[src/rtl/neuron_mac_sequencer.sv]
// Sequencer for the fixed-point neuron ALU: loads Coeff_k, consumes one stream sample x_k,
// accumulates x_k*Coeff_k for every term, then adds Offset and reports the result.
module neuron_mac_sequencer #(
    parameter int Width     = 4,
    parameter int Precision = 1,
    parameter int NumInputs = 20,
    parameter int Magnitud  = 2,
    parameter int Signo     = 1
) (
    input  logic                    CLK,
    input  logic                    reset,
    input  logic                    start,
    input  logic                    in_valid,
    input  logic signed [Width-1:0] in_data,
    output logic                    in_ready,
    output logic [4:0]              alu_sel_coeff,
    output logic                    alu_load_coeff,
    output logic                    alu_en_mul,
    output logic                    alu_en_sum,
    output logic signed [Width-1:0] alu_in_dato,
    output logic signed [Width-1:0] alu_acumulador,
    input  logic signed [Width-1:0] alu_out_dato,
    input  logic                    alu_error,
    output logic                    busy,
    output logic                    done,
    output logic signed [Width-1:0] result,
    output logic                    error,
    output logic [2:0]              dbg_state
);

    localparam logic [Width-1:0] ONE        = Width'(1 << Precision);
    localparam logic [4:0]       LAST_IDX   = 5'(NumInputs - 1);
    localparam logic [4:0]       OFFSET_SEL = 5'd20;

    if (Precision > Width - 2) begin : g_bad_precision
        $error("neuron_mac_sequencer: Precision must be <= Width-2");
    end
    if (Signo + Magnitud + Precision != Width) begin : g_bad_format
        $error("neuron_mac_sequencer: Signo+Magnitud+Precision must equal Width");
    end
    if (NumInputs < 1 || NumInputs > 20) begin : g_bad_inputs
        $error("neuron_mac_sequencer: NumInputs must be in 1..20");
    end

    typedef enum logic [2:0] {
        IDLE     = 3'd0,
        LOAD     = 3'd1,
        FETCH    = 3'd2,
        MAC      = 3'd3,
        LOAD_OFF = 3'd4,
        MAC_OFF  = 3'd5,
        DONE     = 3'd6
    } state_t;

    state_t                  state;
    logic [4:0]              idx;
    logic signed [Width-1:0] acc;

    assign alu_acumulador = acc;
    assign dbg_state      = state;

    // Input stream: a sample transfers on a rising edge where in_ready && in_valid.
    // in_ready is high only in FETCH and does not depend on in_valid.
    // All outputs are registered: each transition sets the outputs of the state it enters.
    always_ff @(posedge CLK or posedge reset) begin
        if (reset) begin
            state          <= IDLE;
            idx            <= '0;
            acc            <= '0;
            result         <= '0;
            error          <= 1'b0;
            done           <= 1'b0;
            busy           <= 1'b0;
            in_ready       <= 1'b0;
            alu_sel_coeff  <= '0;
            alu_load_coeff <= 1'b0;
            alu_en_mul     <= 1'b0;
            alu_en_sum     <= 1'b0;
            alu_in_dato    <= '0;
        end else begin
            done           <= 1'b0;
            in_ready       <= 1'b0;
            alu_load_coeff <= 1'b0;
            alu_en_mul     <= 1'b0;
            alu_en_sum     <= 1'b0;
            alu_in_dato    <= '0;
            case (state)
                IDLE: begin
                    if (start) begin
                        acc            <= '0;
                        idx            <= '0;
                        error          <= 1'b0;
                        busy           <= 1'b1;
                        alu_sel_coeff  <= '0;
                        alu_load_coeff <= 1'b1;
                        state          <= LOAD;
                    end
                end
                LOAD: begin
                    in_ready <= 1'b1;
                    state    <= FETCH;
                end
                FETCH: begin
                    if (in_valid) begin
                        // alu_in_dato doubles as the sample register for the MAC cycle.
                        alu_in_dato <= in_data;
                        alu_en_mul  <= 1'b1;
                        alu_en_sum  <= 1'b1;
                        state       <= MAC;
                    end else begin
                        in_ready <= 1'b1;
                    end
                end
                MAC: begin
                    acc            <= alu_out_dato;
                    error          <= error | alu_error;
                    alu_load_coeff <= 1'b1;
                    if (idx == LAST_IDX) begin
                        alu_sel_coeff <= OFFSET_SEL;
                        state         <= LOAD_OFF;
                    end else begin
                        idx           <= idx + 5'd1;
                        alu_sel_coeff <= idx + 5'd1;
                        state         <= LOAD;
                    end
                end
                LOAD_OFF: begin
                    alu_in_dato <= ONE;
                    alu_en_mul  <= 1'b1;
                    alu_en_sum  <= 1'b1;
                    state       <= MAC_OFF;
                end
                MAC_OFF: begin
                    // The offset sum is the final value, so result captures it on the same edge as acc.
                    acc    <= alu_out_dato;
                    result <= alu_out_dato;
                    error  <= error | alu_error;
                    done   <= 1'b1;
                    state  <= DONE;
                end
                DONE: begin
                    busy  <= 1'b0;
                    state <= IDLE;
                end
                default: begin
                    busy  <= 1'b0;
                    state <= IDLE;
                end
            endcase
        end
    end

endmodule

[config.mk]
export PLATFORM = sky130hd
export DESIGN_NAME = neuron_mac_sequencer
export DESIGN_NICKNAME = d
export VERILOG_FILES = /design/src/rtl/neuron_mac_sequencer.sv
export SDC_FILE = /design/constraint.sdc
export NUM_CORES = 1
export LEC_CHECK = 0
export BUFFER_PORTS_ARGS = -buffer_cell sky130_fd_sc_hd__buf_2
export CAP_MARGIN = 20
export CORE_MARGIN = 1.5
export CORE_UTILIZATION = 40
export CTS_CLUSTER_DIAMETER = 30
export CTS_CLUSTER_SIZE = 30
export DETAILED_ROUTE_END_ITERATION = 12
export HOLD_SLACK_MARGIN = 0.1
export SLEW_MARGIN = 20
export SYNTH_ARGS = -nofsm -noshare
export SYNTH_HDL_FRONTEND = slang
export SYNTH_SLANG_ARGS = --single-unit
[constraint.sdc]
create_clock -name CLK -period 1.8 [get_ports CLK]
set_input_delay 0.18 -clock CLK [delete_from_list [all_inputs] [get_ports CLK]]
set_output_delay 0.18 -clock CLK [all_outputs]
set_load 0.005 [all_outputs]
# [Word-level counts from Yosys, hierarchy flattened]
# Cells that the tools add are included.
[word_totals] out_inout_bits=27 in_bits=13 regBits=31
[classes] n_reduce_logical=10 n_addsub=1 mux=24 eq_ne=9 bitwise_logic=2
[ops] operator="case mux 5 bit (2 select lines)" n=2
[ops] operator="case mux 3 bit (6 select lines)" n=1
[ops] operator="case mux 4 bit (2 select lines)" n=2
[ops] operator="two-way mux 5 bit" n=3
[ops] operator="case mux 1 bit (2 select lines)" n=5
[ops] operator="two-way mux 3 bit" n=3
[ops] operator="two-way mux 4 bit" n=2
[ops] operator="AND reduction 2 bit" n=4
[ops] operator="equality test 3 x 2 -> 1 bit, second input constant" n=2
[ops] operator="equality test 3 bit, second input constant" n=2
[ops] operator="two-way mux 1 bit" n=6
[ops] operator="inequality test 2 bit, second input constant" n=3
[ops] operator="adder 5 x 1 -> 5 bit, second input constant" n=1
[ops] operator="equality test 5 bit, second input constant" n=1
[ops] operator="OR reduction 5 bit" n=1
[ops] operator="nonzero test 2 bit" n=2
[ops] operator="equality test 3 x 1 -> 1 bit, second input constant" n=1
[ops] operator="zero test 3 bit" n=1
[ops] operator="AND reduction 3 bit" n=1
[ops] operator="OR reduction 2 bit" n=1
[ops] operator="NOT 1 bit" n=1
[ops] operator="OR 1 bit" n=1

# [Longest topological paths before layout]
[depth] ltp_word=4 ltp_mapped=5 ltp_nobuf=4

# [Worst setup path after synthesis]
# Ideal clock, no wire load.
[synth_timing] path_type="flip-flop to flip-flop" startpoint="register state[0] (netlist: dbg_state[0])" endpoint="register acc[0] (netlist: alu_acumulador[0])" arrival_ps=1215 path_buffers=1 stages_incl_launch_ff=5 setup_ps=131 t_required_ps=1669 setup_slack_ps=453 path_cell_list="dfrtp_1 > buf_6 > or4b_4 > o21ai_0 > a211oi_1"
[synth_via] elab_chain_cells=4 word_cells_on_any_way=8
[synth_lines] element="start, declared" line="55" text="state_t state;"
[synth_lines] element="start signal, assigned" line="67" text="state <= IDLE;"
[synth_lines] element="start signal, assigned" line="96" text="state <= LOAD;"
[synth_lines] element="start signal, assigned" line="101" text="state <= FETCH;"
[synth_lines] element="equality test 3 x 2 -> 1 bit or equality test 3 bit (tied branches)" line="87" text="case (state)"
[synth_lines] element="OR reduction 2 bit (no source line)"
[synth_lines] element="nonzero test 2 bit (no source line)"
[synth_lines] element="AND reduction 2 bit (no source line)"
[synth_lines] element="end signal, assigned" line="115" text="acc <= alu_out_dato;"
[synth_lines] element="end signal, assigned" line="135" text="acc <= alu_out_dato;"
[synth_lines] element="end, declared" line="57" text="logic signed [Width-1:0] acc;"
# Several ways; a longest one is shown, not always the timed one.
# A chain may end at the register's enable or synchronous reset.

# [Worst setup path in the final report]
[layout_timing] startpoint="register state[1] (netlist: dbg_state[1])" endpoint="register result[1]"
[layout_via] elab_chain_cells=1
[layout_lines] element="equality test 3 bit" line="87"
[layout_lines] element="end signal, assigned" line="136" text="result <= alu_out_dato;"
[layout_lines] element="end, declared" line="26" text="output logic signed [Width-1:0] result,"
# Every way passes these cells.

==> impl_metrics.toml <==
[cells_and_area]
mostFrequentLayoutCells = "buf_2, dfrtp_1, o21ai_0"
regArea_um2 = 775.7
area_growth_pct = 23.28
drive_above_1_share_pct = 37.57
nets = 186
final_common_cell = "buf_2"
n_antenna_cell = 0
fillers = 314
multi_input_area_um2 = 605.6

[drt]
drc = 0
vias = 1159
drt_wl_total_mm = 3.176
ant_nets = 0
wl_per_cell_um = 14.50
firstDrtPassIters = 4
drt-vias-per-instance = 5.292
drt_iter0_markers = 44

[logic_synthesis]
synth.distinct_cells = 42
seq_area_frac_synth_pct = 53.45
yosysWarnings = 0
synth_ff_type = "dfrtp_1"
netlist_area_um2 = 1451
avgSynthCellArea_um2 = 11.80
synth_fp_nets = 137
synthArstFlopShare_pct = 100.0
synth_edf_count = 0
synth_seq_cells = 31
syn_inst = 123

[power]
p_per_area_nw_per_um2 = 1300
power_leakage_nw = 0.9065
peakVddDrop_uv = 669.4

[setup_path]
crit_slowest_cell = "dfrtp_1"
path_cells = "inv_1, nand3_1, mux2_2"
crit_start = "dbg_state[1]$_DFFE_PP0P_"
path_delay_family = "flip-flops"
cpPeakStageDelay_ns = 0.63
r2r_slack_ns = 0.19
cp_num_buf_inv = 1
end_kind = "flip-flop"
critPathKind = "flip-flop to flip-flop"
regToRegStartpoint = "dbg_state[1]$_DFFE_PP0P_"
cp_max_fo = 15
arrival_ns = 1.83
crit_cells = 3
startpoint_type = "flip-flop"
cp_data_required_time_ns = 2.01
reg2regPathDepth = 3

[die]
die_w_um = 63.24
row_count = 21
initial_core_util_pct = 42.49
dieArea_um2 = 3999
dieHeight_um = 63.24
io_pins = 40
core_um2 = 3416

[outcome]
status = "completed"

[timing]
rsz0062_at_grt = "no"
fmax_mhz = 619.9
slew_viol_final = 0
fin_skew_ns = 0.006343
period_share_pct = 89.62
finalSetupTns_ns = 0
worst_slew_pin_slew_ns = 0.4564
layout_setup_ws_ns = 0.1868
maxSlewHeadroom_pct = 69.57
setup_viol = 0
min_period_ns = 1.613
hold_viol = 0

[grt]
grt_pass1_wl_mm = 5.340
grt_use_total_pct = 17.31
antenna_found_initial = 0
grt_pass1_vias = 1087
gr-total-overflow = 0
grt_max_degree = 32

[flow_run]
drv_cap = 0

[clock_tree]
cts_max_path_buffers = 2
cts_max_level = 2
numCtsBuffers = 5
worstSkewPairLatency_ns = 0.32
cts_tree = "yes"
cts_setup_buffers = 0
clk_pin_slew_worst_paths_ns = 0.09
cts_sinks = 31
cts-root-buf = "clkbuf_4"

[worst_hold_path]
min-delay-start = "alu_out_dato[0]"
hold_class = "primary input to flip-flop"
hold_depth = 2

[place]
gp_congestion = 0.7458
portBuffers = 39
dp_hpwl_mm = 2.243
post-place-ws_ns = 0.2093
[path summary, 6_finish.rpt]
path	to
min in group asynchronous	alu_sel_coeff[4]$_DFFE_PP0P_
worst max register to register	result[1]$_DFFE_PP0P_
worst max-delay path	result[1]$_DFFE_PP0P_
max in group asynchronous	alu_sel_coeff[1]$_DFFE_PP0P_
worst min register to register	alu_sel_coeff[0]$_DFFE_PP0P_
worst min-delay path	result[0]$_DFFE_PP0P_
[registers in the layout, indices dropped and copies added (netlist names)]
signal,cells
alu_en_sum,1
alu_acumulador,4
result,4
in_ready,1
alu_load_coeff,1
done,1
error,1
alu_sel_coeff,5
idx,5
dbg_state,3
alu_in_dato,4
busy,1
[synthesized netlist by cell type, drive strengths merged, types with 4 or more instances]
master	count	area [um^2]
dfrtp	31	775.7
o21ai	8	40.04
buf	7	55.05
o22ai	6	37.54
a21oi	5	25.02
a211oi	4	30.03
and2	4	25.02
inv	4	15.01
mux2	4	45.04
nor2	4	22.52
o32ai	4	35.03
[worst reg2reg max path: cells and delay by family (launching register included)]
kind	cells	cell delay, ns
and+or+nand+nor	1	0.26
muxes	1	0.37
buffers and inverters	1	0.24
DFF	1	0.63
[final cells by class]
class,count,area share (%)
clock buffer,7,2.517
inverter,4,0.8392
multi-input combinational,81,33.85
sequential,31,43.36
tap,46,3.217
clock inverter,1,0.2797
timing repair buffer,49,15.94
[per-layer routing]
metal	up-vias	global-route usage [%]	share of wire (%)
met5	-	0	0
met4	0	5.435	1.4
met3	5	6.071	4.9
met2	38	25.13	46
met1	555	24.28	48
li1	561	-	-
[what timing repair did]
action,4_1_cts,5_1_grt
endpoints found under the hold margin,34,2
endpoints found under the setup margin,0,0
gates resized for setup,0,0
hold buffers,4,2
[stage by stage]
step,power [mW],hold WS [ns],utilization [%],instance area (um^2),std cells
2_1_floorplan,1.676,0.2835,-,1451,123
3_3_place_gp,1.928,0.2767,49.16,1679,205
3_5_place_dp,1.947,0.2917,49.16,1679,205
4_1_cts,2.342,0.1034,51.79,1769,217
5_1_grt,2.514,0.1111,52.38,1789,219
6_report,2.326,0.1233,52.38,1789,219
[logic make-up (layout without fill, tap and decap cells)]
logic type / Yosys count / after routing / share of synthesized area (%)
AO/OA/AOI/OAI: 39 / 39 / 19.05
adder cells (fa/ha/maj): 1 / 1 / 0.8619
XOR/XNOR: 3 / 3 / 1.811
AND/OR/NAND/NOR: 33 / 33 / 16.21
multiplexers: 5 / 5 / 3.793
flip-flops: 31 / 31 / 53.45
buffers and inverters: 11 / 61 / 4.827
[report_power, final]
part | internal (mW) | leakage, nW | switching (mW) | total, mW
Combinational | 0.436 | 0.476 | 0.474 | 0.910
Clock | 0.152 | 0.0293 | 0.226 | 0.378
Sequential | 0.859 | 0.401 | 0.179 | 1.04
Total | 1.45 | 0.906 | 0.879 | 2.33
Note: power is estimated with default switching activity, not from simulation.
